**config.mk**
```make
export PLATFORM = sky130hd
export DESIGN_NAME = camera_config_sequencer
export DESIGN_NICKNAME = d
export VERILOG_FILES = /design/src/rtl/camera_config_sequencer.sv
export SDC_FILE = /design/constraint.sdc
export NUM_CORES = 1
export LEC_CHECK = 0
export CAP_MARGIN = 20
export CORE_UTILIZATION = 56
export CTS_CLUSTER_DIAMETER = 80
export DETAILED_ROUTE_END_ITERATION = 10
export PLACE_DENSITY_LB_ADDON = 0.2
export RECOVER_POWER = 100
export SYNTH_ARGS = -nofsm -noshare
export SYNTH_HDL_FRONTEND = slang
export SYNTH_SLANG_ARGS = --single-unit
```
**constraint.sdc**
```tcl
create_clock -name clk1 -period 8.2 [get_ports clk1]
set_input_delay 2.46 -clock clk1 [delete_from_list [all_inputs] [get_ports clk1]]
set_output_delay 2.46 -clock clk1 [all_outputs]
set_load 0.03 [all_outputs]
```
**src/rtl/camera_config_sequencer.sv**
```systemverilog
// camera_config_sequencer: boot-time OV7670 loader that resets the camera and writes a ROM table over SCCB
module camera_config_sequencer #(
    parameter int TABLE_DEPTH = 64,
    parameter logic [7:0] SLAVE_ID_RST = 8'h42,
    parameter int RESET_CYCLES = 50000,
    parameter int LONG_DELAY = 500000,
    parameter int GAP_CYCLES = 500,
    parameter int MAX_RETRY = 3,
    localparam int IDX_W = $clog2(TABLE_DEPTH)
) (
    input  logic             clk1,
    input  logic             rst1_n,
    input  logic [15:0]      d_in,
    input  logic             cs,
    input  logic [3:0]       addr1,
    input  logic             rd,
    input  logic             wr,
    output logic [15:0]      data_out,
    output logic [IDX_W-1:0] tbl_addr,
    input  logic [15:0]      tbl_data,
    output logic             sccb_req,
    output logic [7:0]       sccb_id,
    output logic [7:0]       sccb_reg,
    output logic [7:0]       sccb_data,
    input  logic             sccb_ack,
    input  logic             sccb_nack,
    output logic             cam_rst_n,
    output logic             config_done
);
    localparam int RW = $clog2(MAX_RETRY + 1);
    typedef enum logic [3:0] {IDLE, CAMRST, FETCH, DECODE, ISSUE, GAP, DELAY, DONE, ERROR} state_t;
    state_t state, nxt;
    logic [31:0] cnt, lim;
    logic [IDX_W-1:0] idx;
    logic [RW-1:0] retry;
    logic [7:0] err_idx;
    logic [15:0] rdata;
    logic phase, abort_pend, reissue, busy, done, err, cnt_end, last;
    logic wr_ctrl, start, abort, ack, nack, unused;
    assign wr_ctrl = cs && wr && addr1 == 4'h0;
    assign abort = wr_ctrl && d_in[1];
    assign start = wr_ctrl && d_in[0] && !d_in[1];
    assign nack = sccb_nack;
    assign ack = sccb_ack && !sccb_nack;
    assign last = idx == IDX_W'(TABLE_DEPTH - 1);
    assign lim = state == CAMRST ? 32'(RESET_CYCLES - 1) :
                 state == DELAY  ? 32'(LONG_DELAY - 1) : 32'(GAP_CYCLES - 1);
    assign cnt_end = cnt == lim;
    assign tbl_addr = idx;
    assign unused = ^d_in[15:8];
    always_ff @(posedge clk1 or negedge rst1_n) begin
        if (!rst1_n) state <= IDLE;
        else state <= nxt;
    end
    // An abort seen in ISSUE is deferred so the SCCB transfer always finishes.
    always_comb begin
        nxt = state;
        case (state)
            IDLE, DONE, ERROR: nxt = start ? CAMRST : state;
            CAMRST: nxt = cnt_end && phase ? FETCH : CAMRST;
            FETCH: nxt = DECODE;
            DECODE: nxt = tbl_data == 16'hFFFF ? DONE : tbl_data == 16'hFFF0 ? DELAY : ISSUE;
            ISSUE: nxt = !(ack || nack) ? ISSUE : (abort_pend || abort) ? IDLE :
                         ack ? GAP : retry == RW'(MAX_RETRY) ? ERROR : GAP;
            GAP: nxt = !cnt_end ? GAP : reissue ? ISSUE : last ? DONE : FETCH;
            DELAY: nxt = !cnt_end ? DELAY : last ? DONE : FETCH;
            default: nxt = IDLE;
        endcase
        if (abort && state != ISSUE) nxt = IDLE;
    end
    always_comb begin
        busy = !(state == IDLE || state == DONE || state == ERROR);
        done = state == DONE;
        err = state == ERROR;
        config_done = done;
        sccb_req = state == ISSUE;
        cam_rst_n = !(state == CAMRST && !phase);
    end
    always_comb begin
        rdata = addr1 == 4'h1 ? {8'(idx), 5'b0, err, done, busy} :
                addr1 == 4'h2 ? {8'h0, sccb_id} :
                addr1 == 4'h3 ? {8'h0, err_idx} : 16'h0;
    end
    // phase 0 holds the camera in reset, phase 1 lets it settle before the first fetch
    always_ff @(posedge clk1 or negedge rst1_n) begin
        if (!rst1_n) begin
            cnt <= '0;
            phase <= 1'b0;
            idx <= '0;
            retry <= '0;
            reissue <= 1'b0;
            abort_pend <= 1'b0;
            sccb_reg <= 8'h0;
            sccb_data <= 8'h0;
            sccb_id <= SLAVE_ID_RST;
            err_idx <= 8'h0;
            data_out <= 16'h0;
        end else begin
            cnt <= (nxt != state || cnt_end) ? '0 : cnt + 32'd1;
            phase <= state == CAMRST && nxt == CAMRST && (phase || cnt_end);
            abort_pend <= state == ISSUE && nxt == ISSUE && (abort_pend || abort);
            if (state != CAMRST && nxt == CAMRST) begin
                idx <= '0;
                retry <= '0;
            end else if (nxt == FETCH && (state == GAP || state == DELAY)) begin
                idx <= idx + 1'b1;
            end
            if (state == ISSUE && (ack || nack)) begin
                reissue <= nack;
                retry <= nack ? retry + 1'b1 : '0;
            end
            if (state == DECODE && nxt == ISSUE) {sccb_reg, sccb_data} <= tbl_data;
            if (cs && wr && addr1 == 4'h2 && !busy) sccb_id <= d_in[7:0];
            if (state == ISSUE && nxt == ERROR) err_idx <= 8'(idx);
            if (cs && rd) data_out <= rdata;
        end
    end
endmodule
```
# Word-level counts from Yosys, hierarchy flattened
# Cells that the tools add are included.
# word_totals
reg_bits	93
in_bits	43
output_inout_bits	49
wordCells	101
# classes
n_addsub	3
eq_ne	23
muxes	25
n_reduce_logical	38
# ops
op	count
$mux W19	2
$add A32 B1 Y32 const B	1
$eq A16 B16 Y1 const B	2
$eq A32 B19 Y1	1
$mux W32	1
$mux W4	8
$pmux W4 S7	1
$logic_and A1 B1 Y1	21
$eq A4 B2 Y1 const B	5
$eq A4 B3 Y1 const B	5
$mux W6	3
$mux W14	1
$eq A4 B1 Y1 const B	3
$mux W2	6
$eq A4 B4 Y1 const B	2
$logic_not A4 Y1	2
$mux W8	1
$logic_or A1 B1 Y1	7
$add A6 B1 Y6 const B	1
$eq A6 B6 Y1 const B	1
$mux W3	2
$logic_not A1 Y1	5
$ne A4 B1 Y1 const B	1
$ne A4 B3 Y1 const B	1
5 further kinds	6

# Logic depth before layout (Yosys ltp)
# logic_depth
word_depth	12
ltp_mapped	12
depth_no_buf	9

# Worst setup path after synthesis
# Ideal clock, no wire load.
# synth_path
kind	input to register
from	input port addr1[0]
to	register idx[5], in the netlist tbl_addr[5]
setup_time_ns	0.087
t_arrival_ns	5.276
required_ns	8.113
path_slack_ns	2.836
cell_stages	8
n_path_buf	1
cell_sequence	buf_6 or4_4 o41a_1 a31o_1 or4b_4 a2111o_1 or4_1 a22oi_1
# synth_via
elab_chain_len	11
elab_cells_between_ends	18
# synth_rtl
item	line	source
start, declared	15	input logic [3:0] addr1,
$logic_not A4 Y1 *	40	assign wr_ctrl = cs && wr && addr1 == 4'h0;
$logic_and A1 B1 Y1 *	40	
$logic_and A1 B1 Y1	41	assign abort = wr_ctrl && d_in[1];
$logic_or A1 B1 Y1	63	ISSUE: nxt = !(ack || nack) ? ISSUE : (abort_pend || abort) ? IDLE :
$mux W4 (2 in a row)	63	
$pmux W4 S7	58	case (state)
$mux W4 *	69	if (abort && state != ISSUE) nxt = IDLE;
$eq A4 B1 Y1 / $eq A4 B2 Y1 (equally long branches)	102, 105	
$logic_and A1 B1 Y1, on equally long branches	102, 105	
$mux W6 / $reduce_bool A2 Y1 (equally long branches)	n/a	
end signal, assigned	106	idx <= idx + 1'b1;
end, declared	34	logic [IDX_W-1:0] idx;
# Mark *: on every way between the ends. The rest lies on a longest branch, timed or not.
# A chain may end at the register's enable or synchronous reset.

# Worst setup path after layout
# layout_path
from	input port addr1[1]
to	register cnt[9]
# layout_via
elab_chain_len	11
elab_cells_between_ends	15
# layout_rtl
item	line	source
$logic_not A4 Y1 *	40	
$logic_and A1 B1 Y1 *	40	
$logic_and A1 B1 Y1	41	
$logic_or A1 B1 Y1	63	
$mux W4 (2 in a row)	63	
$pmux W4 S7	58	
$mux W4 *	69	
$ne A4 B4 Y1 *	99	cnt <= (nxt != state || cnt_end) ? '0 : cnt + 32'd1;
$logic_or A1 B1 Y1 *	99	
$mux W32 *	99	
end signal, assigned	99	
end, declared	33	logic [31:0] cnt, lim;
# Marks and branches as above.

==> metrics <==
Cell Rows=33; source-to-sink clock delay at the later pin of the worst-skew pair=~370 ps; first-pass GRT wire length=roughly 17 mm; hold violation total from the final report=0; slew at the pin closest to its max-slew limit=between 1500 and 2000 ps; H-tree level count=3; leakage power total=0.00253 uW; number of buffers created by CTS=9; starting utilization of the core area=between 50 and 60%; DR vias=between 3,000 and 4,000; clock root buffer master=sky130_fd_sc_hd__clkbuf_8; cell type group with the largest total delay on the critical path=buffers and inverters; share of post-route cells with drive strength above 1=11.6%; number of setup buffers added after CTS=0; Clock Path Buffers=2; total of buffers placed on input and output ports=81; net count of the finished layout=between 500 and 600; Min-Delay Path Class=register to register; library cell with the highest instance count after synthesis=sky130_fd_sc_hd__dfrtp_1; Die Y=approximately 94 um; sequential-to-total area share from yosys stat=between 40% and 50%; DR vias/cell=5.93; Post-CTS Resized=0; number of global-route vias before repair=around 3,600; clock period minus worst slack=about 6200 ps; crit-path max cell delay=1030 ps; Power per Cell Area=between 200 and 250 nW/um^2; quantity of hold-fixing buffers added after cts=0; Area contributors post-synth=sky130_fd_sc_hd__dfrtp_1, sky130_fd_sc_hd__mux2_2, sky130_fd_sc_hd__nor3_1, sky130_fd_sc_hd__xnor2_1, sky130_fd_sc_hd__nand2_1; largest register by flop count=cnt; violations in the final reports=max-capacitance violations, max-slew violations; post-route clock skew=~14 ps; cell count after synthesis=456; Ant. Diodes=0; Data required, critical path=roughly 8400 ps; cell breakdown of the critical path=dlygate4sd3_1 -> or4_1 -> o32ai_1 -> and2_0 -> or2_2 -> o221ai_1 -> o211ai_1 -> clkbuf_1 -> nor3_1; Routed WL=approximately 11 mm; GR Overflow Total=0; data arrival at the endpoint of the critical path=~6400 ps; # DRC=0; CTS tree=yes; flip-flop count of the largest register after layout=32; cell taking the most area after synthesis=sky130_fd_sc_hd__dfrtp_1; io pins=92; unrepaired setup endpoints after global routing=no; area share of the leading cell type in the synthesized netlist=46.7%; number of maximum-capacitance constraint violations=2; number of flops mapped to enable cells by yosys=0; placement-stage cell area=~5600 sq um; Worst Setup Start Kind=primary input; Worst VDD drop=0.000164 V; f_max=around 160 MHz; maximum number of pins on one net before global-route repair=between 50 and 60; cell area after synthesis=4770 sq um; post-route non-filler standard cell count=~640; # clock sinks=between 90 and 100; number of endpoints failing setup at the final stage=0; highest-delay cell along the critical path=sky130_fd_sc_hd__clkbuf_1; layout-stage area growth over the synthesis result=21.4%; RD Place Congestion=around 0.85; per-cell routed wire length=16.4 um; critical path peak fanout=32; cell types with the highest counts after synthesis=sky130_fd_sc_hd__dfrtp_1, sky130_fd_sc_hd__nand2_1, sky130_fd_sc_hd__nor3_1; run status=finished with violations; average instance area after synthesis=10.5 sq um; placeable core region=between 8000 and 9000 sq um; iteration-0 DRC count of the detailed router=between 150 and 200; Die Footprint=a little under 9000 sq um; chip width=approximately 94 um; clock slew seen by the registers of the worst setup and hold paths=~100 ps; gr usage total=around 25%; CP endpoint kind=register; Cell Count Post-Placement=625; setup TNS=0 ps; post-synth cell types=between 60 and 70; buffering stage count on the worst path with inverters included=2; number of iterations in the first detailed-routing pass=4; number of antenna-violating nets in the routed design=0; Max Transition Viols Final=46; worst slew margin relative to its limit=-24.6%; async set-reset flop share out of synthesis=100%; number of warnings reported in the yosys synthesis log=0; final worst-path cycle share=~76%; most used flip-flop cell after synthesis=sky130_fd_sc_hd__dfrtp_1; critical setup path kind=primary input to register; synthesis-stage register bit count=91; initial antenna violation count=0; largest registers=cnt: 32 flops, data_out: 14 flops; Detailed Place HPWL=~7.5 mm; cell area after layout=between 5000 and 6000 sq um
cells in the final DEF, fill, tap and decap left out, drive strengths merged, types with 4 or more instances in the layout:
| cell | netlist | final |
|---|---|---|
| nor2 | 20 | 20 |
| mux2 | 31 | 31 |
| a21oi | 7 | 7 |
| o21ai | 16 | 16 |
| clkbuf | 14 | 11 |
| xor2 | 15 | 15 |
| nor2b | 7 | 7 |
| nor4 | 5 | 5 |
| nand4 | 12 | 12 |
| dlygate4sd3 | 0 | 48 |
| nor3b | 9 | 9 |
| and3 | 7 | 7 |
| or4b | 4 | 4 |
| dfrtp | 89 | 89 |
| nor3 | 32 | 32 |
| mux2i | 6 | 6 |
| nand2 | 36 | 36 |
| a22oi | 6 | 6 |
| nand3 | 23 | 23 |
| or4 | 5 | 5 |
| o31ai | 5 | 5 |
| xnor2 | 18 | 18 |
| and4 | 4 | 4 |
| clkdlybuf4s50 | 0 | 32 |
| a22o | 6 | 6 |
| inv | 16 | 18 |
power by group:
part	internal, uW	leakage (uW)	switching, uW
Combinational	197	0.00123	301
Clock	112	0.0000860	164
Sequential	514	0.00122	51.6
Total	823	0.00253	517
area by class of cell:
class                   count  area (sq um)
clock inverters             7          51.3
inverters                  16          60.1
clock buffers               9           124
multi-input cells         329          2320
repair buffers             84           823
well taps                 105           131
flip-flops and latches     91          2280
fillers                   622          2420
kinds of logic (layout without fill, tap and decap cells):
logic type / count (synthesis) / count (layout) / share of synthesized area (%)
and+or+nand+nor: 187 / 187 / 22.5
adders and majority gates: 3 / 3 / 0.787
muxes: 37 / 37 / 8.57
DFF: 91 / 91 / 47.8
AOI/OAI and AO/OA: 67 / 67 / 10.9
xor gates and xnor gates: 33 / 33 / 6.06
buffers and inverters: 37 / 116 / 3.30
other: 1 / 2 / 0.0786
metal layers:
layer / routed length (um) / track usage, % / part of all wire (%) / vias to the layer above
met5: 0 / 0 / 0 / -
li1: - / - / - / 1830
met2: 5080 / 40.1 / 48 / 102
met1: 4730 / 33.5 / 45 / 1852
met4: 166 / 10.1 / 1.6 / 0
met3: 527 / 4.77 / 5.0 / 14
worst register-to-register path, delay by kind of cell (launching register included):
kind,cells,cell delay [ps]
simple gates,4,2200
buf+inv,1,1030
flops,1,650
compound gates,3,460
through the flow:
| step | setup WS, ps | util [%] | hold slack (ps) | power, uW |
|---|---|---|---|---|
| 3_3_place_gp | 2140 | 68.6 | 463 | 1090 |
| 3_5_place_dp | 2080 | 68.6 | 471 | 1100 |
| 6_report | 1980 | 70.5 | 487 | 1340 |
| 2_1_floorplan | 2840 | - | 467 | 913 |
| 5_1_grt | 1560 | 70.5 | 510 | 1430 |
| 4_1_cts | 2460 | 70.8 | 494 | 1380 |
worst paths after layout:
kind                                         startpoint                        to  slack, ps  cells past startpoint
worst max-delay path                           addr1[1]          cnt[9]$_DFF_PN0_       1980                      9
worst min-delay path            data_out[4]$_DFFE_PN0P_   data_out[4]$_DFFE_PN0P_        490                      2
worst max register to register       state[0]$_DFF_PN0_          cnt[9]$_DFF_PN0_       3650                      8
worst min register to register  data_out[4]$_DFFE_PN0P_   data_out[4]$_DFFE_PN0P_        490                      2
max in group asynchronous                        rst1_n          cnt[6]$_DFF_PN0_       4050                      2
min in group asynchronous                        rst1_n  sccb_data[5]$_DFFE_PN0P_       2590                      1
(Power assumes the default switching activity.)
